--- config.mk ---
export PLATFORM = sky130hd
export DESIGN_NAME = xram_arbiter
export DESIGN_NICKNAME = d
export VERILOG_FILES = /design/src/rtl/xram_arb_pkg.sv /design/src/rtl/rr_pick.sv /design/src/rtl/xram_arbiter.sv
export SDC_FILE = /design/constraint.sdc
export NUM_CORES = 1
export LEC_CHECK = 0
export CAP_MARGIN = 20
export CORE_MARGIN = 1.5
export CORE_UTILIZATION = 35
export DETAILED_ROUTE_END_ITERATION = 10
export PLACE_DENSITY_LB_ADDON = 0.3
export SLEW_MARGIN = 20
export SYNTH_ARGS = -nofsm -noshare
export SYNTH_HDL_FRONTEND = slang
export SYNTH_SLANG_ARGS = --single-unit
--- constraint.sdc ---
create_clock -name clk -period 2.2 [get_ports clk]
set_input_delay 0.22 -clock clk [delete_from_list [all_inputs] [get_ports clk]]
set_output_delay 0.22 -clock clk [all_outputs]
set_load 0.005 [all_outputs]
--- src/rtl/xram_arb_pkg.sv ---
// rtl/xram_arb_pkg.sv - shared types and widths for the XRAM arbiter
package xram_arb_pkg;

  localparam int ADDR_W = 16;
  localparam int DATA_W = 8;
  localparam int ID_W   = 3;

  typedef enum logic {
    IDLE  = 1'b0,
    GRANT = 1'b1
  } arb_state_t;

endpackage

--- src/rtl/rr_pick.sv ---
// rtl/rr_pick.sv - round-robin priority encoder, first set bit at or above ptr with wrap
module rr_pick
  import xram_arb_pkg::*;
#(
  parameter int NREQ = 3
) (
  input  logic [NREQ-1:0] req,
  input  logic [ID_W-1:0] ptr,
  output logic [ID_W-1:0] idx,
  output logic            found
);

  logic [NREQ-1:0] rot;

  // Rotating the doubled vector puts the pointer position at bit 0.
  assign rot = NREQ'({req, req} >> ptr);

  always_comb begin
    int s;
    s     = 0;
    idx   = '0;
    found = 1'b0;
    // Descending scan so the lowest rotated position wins.
    for (int j = NREQ - 1; j >= 0; j--) begin
      if (rot[j]) begin
        s = int'(ptr) + j;
        if (s >= NREQ) s = s - NREQ;
        idx   = ID_W'(s);
        found = 1'b1;
      end
    end
  end

endmodule

--- src/rtl/xram_arbiter.sv ---
// rtl/xram_arbiter.sv - round-robin XRAM arbiter with burst cap and ack watchdog
module xram_arbiter
  import xram_arb_pkg::*;
#(
  parameter int NREQ      = 3,
  parameter int MAX_BURST = 16,
  parameter int TIMEOUT   = 255
) (
  input  logic                     clk,
  input  logic                     rst,
  input  logic [NREQ-1:0]          req_stb,
  input  logic [NREQ-1:0]          req_wr,
  input  logic [ADDR_W*NREQ-1:0]   req_addr,
  input  logic [DATA_W*NREQ-1:0]   req_wdata,
  output logic [NREQ-1:0]          req_ack,
  output logic [DATA_W-1:0]        req_rdata,
  output logic [ADDR_W-1:0]        mem_addr,
  output logic [DATA_W-1:0]        mem_wdata,
  output logic                     mem_stb,
  output logic                     mem_wr,
  input  logic [DATA_W-1:0]        mem_rdata,
  input  logic                     mem_ack,
  output logic                     busy,
  output logic [ID_W-1:0]          grant_id,
  output logic                     timeout_err,
  output logic [ID_W-1:0]          err_id
);

  if (NREQ < 2 || NREQ > 8) begin : g_bad_nreq
    $error("xram_arbiter: NREQ must be within 2..8");
  end

  localparam logic [7:0]  BURST_LAST = 8'(MAX_BURST - 1);
  localparam logic [15:0] WD_LAST    = 16'(TIMEOUT - 1);

  arb_state_t      state, state_n;
  logic [ID_W-1:0] rr_ptr, rr_n;
  logic [ID_W-1:0] grant_n;
  logic [7:0]      burst_cnt, burst_n;
  logic [15:0]     wd_cnt, wd_n;
  logic            terr_n;
  logic [ID_W-1:0] err_id_n;
  logic [ID_W-1:0] pick_idx;
  logic            pick_found;
  logic            ack_g;
  logic            drop;

  rr_pick #(.NREQ(NREQ)) u_rr_pick (
    .req   (req_stb),
    .ptr   (rr_ptr),
    .idx   (pick_idx),
    .found (pick_found)
  );

  assign busy      = (state == GRANT);
  assign req_rdata = mem_rdata;
  assign ack_g     = mem_ack & mem_stb;

  always_comb begin
    mem_stb   = 1'b0;
    mem_wr    = 1'b0;
    mem_addr  = '0;
    mem_wdata = '0;
    req_ack   = '0;
    for (int i = 0; i < NREQ; i++) begin
      if (busy && grant_id == ID_W'(i)) begin
        mem_stb    = req_stb[i];
        mem_wr     = req_wr[i] & req_stb[i];
        mem_addr   = req_addr[ADDR_W*i +: ADDR_W];
        mem_wdata  = req_wdata[DATA_W*i +: DATA_W];
        req_ack[i] = mem_ack & req_stb[i];
      end
    end
  end

  always_comb begin
    state_n  = state;
    grant_n  = grant_id;
    rr_n     = rr_ptr;
    burst_n  = burst_cnt;
    wd_n     = wd_cnt;
    terr_n   = 1'b0;
    err_id_n = err_id;
    drop     = 1'b0;
    case (state)
      IDLE: begin
        if (pick_found) begin
          state_n = GRANT;
          grant_n = pick_idx;
          burst_n = '0;
          wd_n    = '0;
        end
      end
      GRANT: begin
        if (!mem_stb) begin
          drop = 1'b1;
        end else if (ack_g) begin
          // An ack on the watchdog threshold cycle still counts as progress.
          if (burst_cnt == BURST_LAST) begin
            drop = 1'b1;
          end else begin
            burst_n = burst_cnt + 8'd1;
            wd_n    = '0;
          end
        end else if (wd_cnt == WD_LAST) begin
          drop     = 1'b1;
          terr_n   = 1'b1;
          err_id_n = grant_id;
        end else begin
          wd_n = wd_cnt + 16'd1;
        end
        if (drop) begin
          state_n = IDLE;
          rr_n    = (grant_id == ID_W'(NREQ - 1)) ? '0 : grant_id + ID_W'(1);
          burst_n = '0;
          wd_n    = '0;
        end
      end
      default: state_n = IDLE;
    endcase
  end

  always_ff @(posedge clk) begin
    if (rst) begin
      state       <= IDLE;
      grant_id    <= '0;
      rr_ptr      <= '0;
      burst_cnt   <= '0;
      wd_cnt      <= '0;
      timeout_err <= 1'b0;
      err_id      <= '0;
    end else begin
      state       <= state_n;
      grant_id    <= grant_n;
      rr_ptr      <= rr_n;
      burst_cnt   <= burst_n;
      wd_cnt      <= wd_n;
      timeout_err <= terr_n;
      err_id      <= err_id_n;
    end
  end

endmodule
==> parameters.txt, run 1 <==
Parameter                              Value

Timing
  Ratio of final minimum period to clock period    between 90% and 100%
  Maximum achievable frequency    464 MHz
  Setup violators final    0
  RSZ-0062 raised after global routing    yes
  Hold Violations, Final    0
  Slew @ Worst Pin    around 0.5 ns
  Setup total negative slack    0 ns
  Number of pins with negative max-slew slack in the final report    0
  Headroom to the max-slew limit    roughly two thirds
  Clock tree skew after final layout    0.00668 ns
  Final critical path time including I/O delays and setup    2.15 ns

Setup path
  Type of origin of the critical path    register
  Setup CP Type    reg -> out
  Largest driver fanout on the critical path    7
  Category of the worst setup path capture point    primary output
  Required time worst endpoint    1.98 ns
  Critical path data arrival time    1.93 ns

Logic synthesis
  Most frequently used flop master after synthesis    sky130_fd_sc_hd__dfxtp_1
  Post-Syn Nets    497
  Share of the synthesized area in the top cell type    between 20% and 30%
  Flip-flop and latch count after synthesis    35
  Average cell area after synthesis    7.08 µm²
  Dominant cell by count in the synthesized netlist    sky130_fd_sc_hd__nand2_1
  Most common library cells after synthesis    55 x sky130_fd_sc_hd__nand2_1, 50 x sky130_fd_sc_hd__nor2_1, 41 x sky130_fd_sc_hd__a21oi_1
  Post-synth ARST share    0%
  Warning count from the yosys run    0
  Unique cell type count in the Yosys netlist    54
  Count of flip-flops with a built-in enable after synthesis    0
  Number of instances in the synthesized netlist    398
  Total standard cell area after synthesis    ~2800 µm²
  Sequential area share after synthesis    24.9%
  Leading area contributor after synthesis    sky130_fd_sc_hd__dfxtp_1
  Most area-consuming cells after synthesis    sky130_fd_sc_hd__dfxtp_1 25%, sky130_fd_sc_hd__nand2_1 7.3%, sky130_fd_sc_hd__a21oi_1 7.3%

Layout
  Filler cell count    717
  Final standard cell area without fillers    4480 µm²
  Layout cell share with drive strength beyond 1    12.7%
  Count of inserted antenna diode cells    0
  Area taken by multi-input logic gates    ~1900 µm²
  Sequential cell area    a little over 700 µm²
  Number of nets in the layout    626
  Layout overhead on the synthesized area    58.9%

Placed design
  Placed inst area    4220 µm²
  Last weighted congestion value of the routability-driven placer    0.826
  Estimated wirelength of the detail-placed design    7.40 mm
  Count of buffers from port buffering    around 120

Global route
  Wire length of the first global-routing pass    15.2 mm
  Vias in the first global route    3,183
  Maximum number of pins on one net before global-route repair    22
  Number of antenna violations at the first check in global routing    0
  GR Overflow Total    0
  Global routing usage summed across all routing layers    ~22%

CTS
  Clock latency on the worst-skew pair    0.29 ns
  Hold buffer count at CTS    0
  H-tree depth    2
  Clock sinks    35
  Clock slew at the register clock pins of the worst setup and hold paths    about 0.07 ns
  CTS tree    done
  Root buffer cell    sky130_fd_sc_hd__clkbuf_8
  Number of clock buffers inserted by TritonCTS    5
  Largest buffer count on any clock path    2

Power and ir drop
  Power Dens Cells    ~660 nW/µm²
  IR drop worst, VDD    0.377 mV
  Leakage power total    1.87 nW

Detailed routing
  Initial detailed-routing violation count    215
  Detailed-route wire length per cell    15.6 µm
  Via density per instance    roughly 5.5
  Routed Wire Length    9.86 mm
  Detail Route Antenna Nets    0
  DRC violation count after routing    0
  Vias    3,438
  Detailed-router iteration count before antenna repair    4

Floorplan
  Die Outline Area    8600 µm²
  Horizontal die dimension    92.7 µm
  Effective utilization at floorplan    a little over a third
  Number of cell rows    32
  Area of the core    between 7000 and 8000 µm²
  Total I/O pin count    134
  Die extent in y    92.7 µm

Outcome
  Result of the run    finished clean

Hold path
  Kind of path behind the tightest hold check    in -> out

Flow run
  Max capacitance violation total    0
-- worst max-delay path, cell delays in order, from the launching register on --
cell and delay [ns]:
sky130_fd_sc_hd__dfxtp_4 0.37, sky130_fd_sc_hd__nor4bb_4 0.27, sky130_fd_sc_hd__buf_4 0.20, sky130_fd_sc_hd__buf_8 0.13, sky130_fd_sc_hd__nand2_1 0.05, sky130_fd_sc_hd__a21oi_1 0.11, sky130_fd_sc_hd__clkdlybuf4s50_1 0.51
-- cell type report --
type | count | share of cell area [%]
well taps | 102 | 2.85
clock buffers | 6 | 1.84
repair buffers | 156 | 34.8
flip-flops and latches | 35 | 15.9
clock inverters | 2 | 0.783
multi-input cells | 321 | 43.2
inverters | 8 | 0.671
-- placed cells by master, fill, tap and decap left out, types with 3 or more instances in the layout --
cell and n:
sky130_fd_sc_hd__clkdlybuf4s50_1 95, sky130_fd_sc_hd__nand2_1 54, sky130_fd_sc_hd__nor2_1 50, sky130_fd_sc_hd__a21oi_1 40, sky130_fd_sc_hd__buf_4 33, sky130_fd_sc_hd__o21ai_0 31, sky130_fd_sc_hd__dfxtp_1 31, sky130_fd_sc_hd__nand3_1 19
sky130_fd_sc_hd__dlymetal6s2s_1 13, sky130_fd_sc_hd__nor3_1 11, sky130_fd_sc_hd__mux2i_1 10, sky130_fd_sc_hd__ha_1 10, sky130_fd_sc_hd__dlygate4sd2_1 9, sky130_fd_sc_hd__inv_1 7, sky130_fd_sc_hd__a211oi_1 7, sky130_fd_sc_hd__and3_1 6
sky130_fd_sc_hd__clkbuf_8 6, sky130_fd_sc_hd__a311oi_1 5, sky130_fd_sc_hd__nor3b_1 5, sky130_fd_sc_hd__nor2b_1 4, sky130_fd_sc_hd__a31oi_1 4, sky130_fd_sc_hd__nand3b_1 4, sky130_fd_sc_hd__nor4_1 4, sky130_fd_sc_hd__o211ai_1 4
sky130_fd_sc_hd__a311oi_2 4, sky130_fd_sc_hd__nand2b_1 3, sky130_fd_sc_hd__a211o_1 3, sky130_fd_sc_hd__a21boi_0 3, sky130_fd_sc_hd__o211a_1 3
-- through the flow --
| stage | setup WS [ns] | total power, mW | util, % | hold slack [ns] | cells |
|---|---|---|---|---|---|
| floorplan | 0.268 | 1.56 | - | 0.431 | 398 |
| global placement | 0.00756 | 2.31 | 54.3 | 0.440 | 615 |
| detailed placement | 0.000695 | 2.33 | 54.3 | 0.440 | 615 |
| CTS | -0.00702 | 2.94 | 56.2 | 0.440 | 626 |
| global route | -0.0104 | 3.15 | 57.6 | 0.440 | 630 |
| finish | 0.0470 | 2.96 | 57.6 | 0.440 | 630 |
-- per-layer routing --
| metal | wire, µm | vias to the layer above | GRT usage [%] |
|---|---|---|---|
| met3 | 774 | 21 | 4.43 |
| met4 | 221 | 0 | 7.58 |
| li1 | - | 1689 | - |
| met1 | 4010 | 1607 | 25.5 |
| met2 | 4850 | 121 | 39.2 |
| met5 | 0 | - | 0 |
-- report_power, final --
| group | leakage [nW] | internal, mW | switching, mW |
|---|---|---|---|
| Combinational | 1.52 | 0.849 | 0.751 |
| Sequential | 0.285 | 0.683 | 0.0801 |
| Clock | 0.0612 | 0.367 | 0.235 |
-- final timing paths --
check | start | end | slack [ns] | cells after the start
max reg2reg | wd_cnt[0] | burst_cnt[3] | 0.14 | 8
min | mem_rdata[7] | req_rdata[7] | 0.44 | 0
max | grant_id[0] | mem_wdata[6] | 0.05 | 6
min reg2reg | err_id[2] | err_id[2] | 0.48 | 1
-- what timing repair did --
item	4_1_cts	5_1_grt
setup buffers	1	2
gates cloned	2	2
resized for setup	20	19
endpoints found under the setup margin	25	18
pin swaps	1	0
-- kinds of logic (layout without fill, tap and decap cells) --
group | count (synthesis) | in the layout | share of synthesized area [%]
AOI/OAI and AO/OA | 119 | 119 | 27.9
xor gates and xnor gates | 3 | 3 | 0.933
adders and majority gates | 10 | 10 | 4.44
buffers and inverters | 42 | 172 | 7.50
DFF | 35 | 35 | 24.9
muxes | 12 | 12 | 4.35
and+or+nand+nor | 177 | 177 | 30.0
-- flip-flops by register name, indices dropped and copies added, names as in the netlist --
signal	flops
grant_id	3
burst_cnt	8
err_id	3
timeout_err	1
rr_ptr	3
wd_cnt	16
busy	1
Power figures use the tool's default switching activity.
==> inputs of run 2 (changes only) <==
GPL_TIMING_DRIVEN = 0   (was unset)
==> parameters.txt, run 2 (synthesized netlist as in run 1, its figures left out) <==
Parameter                              Value

Setup path
  Largest driver fanout on the critical path    6
  Number of cells on the worst reg-to-reg path    7
  Levels on crit path    6
  CP delay by family, top    buffers and inverters
  Reg-to-Reg End    rr_ptr[0]
  Reg-to-reg setup timing slack    0.11 ns
  Reg-to-reg critical path startpoint    wd_cnt[1]
  Category of the worst setup path capture point    primary output
  Number of buffer and inverter stages on the critical path    3
  Critical path data arrival time    1.92 ns
  Critical-path top delay cell    sky130_fd_sc_hd__clkdlybuf4s50_1
  Largest stage delay on the critical path    roughly 0.51 ns
  Type of origin of the critical path    register
  Setup CP Type    reg -> out
  Required time worst endpoint    1.98 ns
  Critical Path Start    grant_id[1]
  Critical path cell sequence    nor4bb_4, buf_6, buf_4, nand2_1, a21oi_1, clkdlybuf4s50_1
  Critical Path End    mem_wdata[3]

Detailed routing
  Vias    3,446
  Total met2 wirelength after detailed routing    ~5.2 mm
  Initial detailed-routing violation count    roughly 230
  Met3 wire length    793 µm
  Detailed-route wire length per cell    15.9 µm
  Detail Route Antenna Nets    0
  Top routing layer in use    met4
  DRC violation count after routing    0
  Via density per instance    5.39
  Wire length on met1    4.00 mm
  Routed Wire Length    10.2 mm
  Detailed-router iteration count before antenna repair    4

Layout
  Number of nets in the layout    635
  Regs by FF count    wd_cnt x16, burst_cnt x8
  Top library cells by usage in the layout, fill and taps aside    100 x sky130_fd_sc_hd__clkdlybuf4s50_1, 55 x sky130_fd_sc_hd__nand2_1, 50 x sky130_fd_sc_hd__nor2_1
  Non-filler instance count after layout    639
  Count of inserted antenna diode cells    0
  Most common cell after layout, fill and taps aside    sky130_fd_sc_hd__clkdlybuf4s50_1
  Number of flip-flops in the largest register    16
  Fin util    58.1%
  Layout overhead on the synthesized area    60.1%
  Register ranked first by flip-flop count    wd_cnt
  Layout cell share with drive strength beyond 1    about 12%
  Final standard cell area without fillers    4510 µm²
  Filler cell count    713

Global route
  GR Overflow Total    0
  Number of antenna violations at the first check in global routing    0
  Wire length of the first global-routing pass    15.2 mm
  Maximum number of pins on one net before global-route repair    13
  Global routing usage summed across all routing layers    roughly 22%
  Vias in the first global route    3,090

Timing
  Slew @ Worst Pin    0.598 ns
  Headroom to the max-slew limit    between 50% and 60%
  Final critical path time including I/O delays and setup    2.14 ns
  Maximum achievable frequency    467 MHz
  Least setup slack across all paths after layout    approximately 0.061 ns
  Clock tree skew after final layout    about 0.0078 ns
  Hold Violations, Final    0
  Ratio of final minimum period to clock period    97.2%
  Number of pins with negative max-slew slack in the final report    0
  Setup violators final    0

CTS
  Number of clock buffers inserted by TritonCTS    5
  Largest buffer count on any clock path    2
  Hold buffer count at CTS    0
  CTS tree    done
  Clock latency on the worst-skew pair    0.29 ns
  Clock sinks    35
  Clock slew at the register clock pins of the worst setup and hold paths    0.07 ns
  H-tree depth    2
  Root buffer cell    sky130_fd_sc_hd__clkbuf_8

Hold path
  Kind of path behind the tightest hold check    reg -> reg

Placed design
  Estimated wirelength of the detail-placed design    7.81 mm
  Count of buffers from port buffering    124
  Number of cells in the design after placement    624
  Placed inst area    4190 µm²
  Placement Setup Slack    -0.276 ns
  Last weighted congestion value of the routability-driven placer    0.852

Floorplan
  Total I/O pin count    134
  Horizontal die dimension    92.7 µm
  Effective utilization at floorplan    between 30% and 40%
  Number of cell rows    32
  Die Outline Area    8600 µm²
  Die extent in y    92.7 µm
  Area of the core    just under 8000 µm²

Power and ir drop
  Leakage power total    around 1.9 nW
  Power Internal    1.83 mW
  Switching power    1.09 mW
  IR drop worst, VDD    0.367 mV
  Switching part of the total    between 30% and 40%
  Part of the power in registers    about a quarter
  Power Dens Cells    648 nW/µm²
  Total Power Consumption    2.92 mW
  Share of power burned in combinational logic    53.6%
  Share of total power in the clock network    20.1%

Flow run
  Max capacitance violation total    0

Outcome
  Result of the run    finished clean
-- run 2: cell count changes in the layout (fill, tap and decap cells not counted), moves of 4 or more --
cell	delta
sky130_fd_sc_hd__buf_2	+4
sky130_fd_sc_hd__buf_4	-16
sky130_fd_sc_hd__buf_6	+4
sky130_fd_sc_hd__clkbuf_1	+6
sky130_fd_sc_hd__clkbuf_2	+5
sky130_fd_sc_hd__clkdlybuf4s50_1	+5
-- run 2: power by group through the flow --
stage / Clock, mW / Sequential [mW] / Combinational [mW]
after floorplan: 0 / 0.735 / 0.822
after global placement: 0 / 0.754 / 1.48
after detailed placement: 0 / 0.757 / 1.50
after CTS: 0.601 / 0.757 / 1.51
after global routing: 0.632 / 0.776 / 1.71
final: 0.587 / 0.768 / 1.57
-- run 2: metrics by stage --
stage / TNS (ns) / hold WS (ns)
finish: 0 / 0.486
global placement: -5.74 / 0.464
floorplan: 0 / 0.431
global route: -0.115 / 0.512
CTS: 0 / 0.485
detailed placement: -5.71 / 0.474
-- run 2: how the worst min path moves through the flow --
| stage | from | to | slack, ns | depth (start not counted) |
|---|---|---|---|---|
| 4_1_cts | burst_cnt[1] | burst_cnt[1] | 0.49 | 2 |
| 2_1_floorplan | rst | burst_cnt[6] | 0.43 | 2 |
| 3_5_place_dp | burst_cnt[1] | burst_cnt[1] | 0.47 | 2 |
| 6_report | burst_cnt[1] | burst_cnt[1] | 0.49 | 2 |
| 5_1_grt | err_id[2] | err_id[2] | 0.51 | 1 |
| 3_3_place_gp | burst_cnt[1] | burst_cnt[1] | 0.46 | 2 |
-- run 2: worst min-delay path: cells and delay by family, from the launching register on --
| kind | cells | cell delay [ns] |
|---|---|---|
| DFF | 1 | 0.33 |
| AOI/OAI and AO/OA | 1 | 0.05 |
| and+or+nand+nor | 1 | 0.06 |
-- run 2: final cells by class --
cell class / count / area [µm²] / share of cell area [%]
Clock inverter: 3 / 43.8 / 0.971
Clock buffer: 5 / 68.8 / 1.53
Sequential cell: 35 / 717 / 15.9
Buffer: 33 / 231 / 5.13
Inverter: 8 / 30.0 / 0.666
Tap cell: 102 / 128 / 2.83
Timing Repair Buffer: 132 / 1330 / 29.5
Multi-Input combinational cell: 321 / 1960 / 43.5
-- run 2: metal layers --
layer  up-vias  global-route usage, %
met5         -                      0
met4         0                   4.29
met3        10                   5.75
met2       124                   42.0
met1      1603                   25.2
li1       1709                      -
-- run 2: what timing repair did --
item                                    4_1_cts  5_1_grt
pin swaps                                     1        8
gates resized for setup                      33       37
endpoints found under the setup margin       33       32
setup buffers                                 4        4
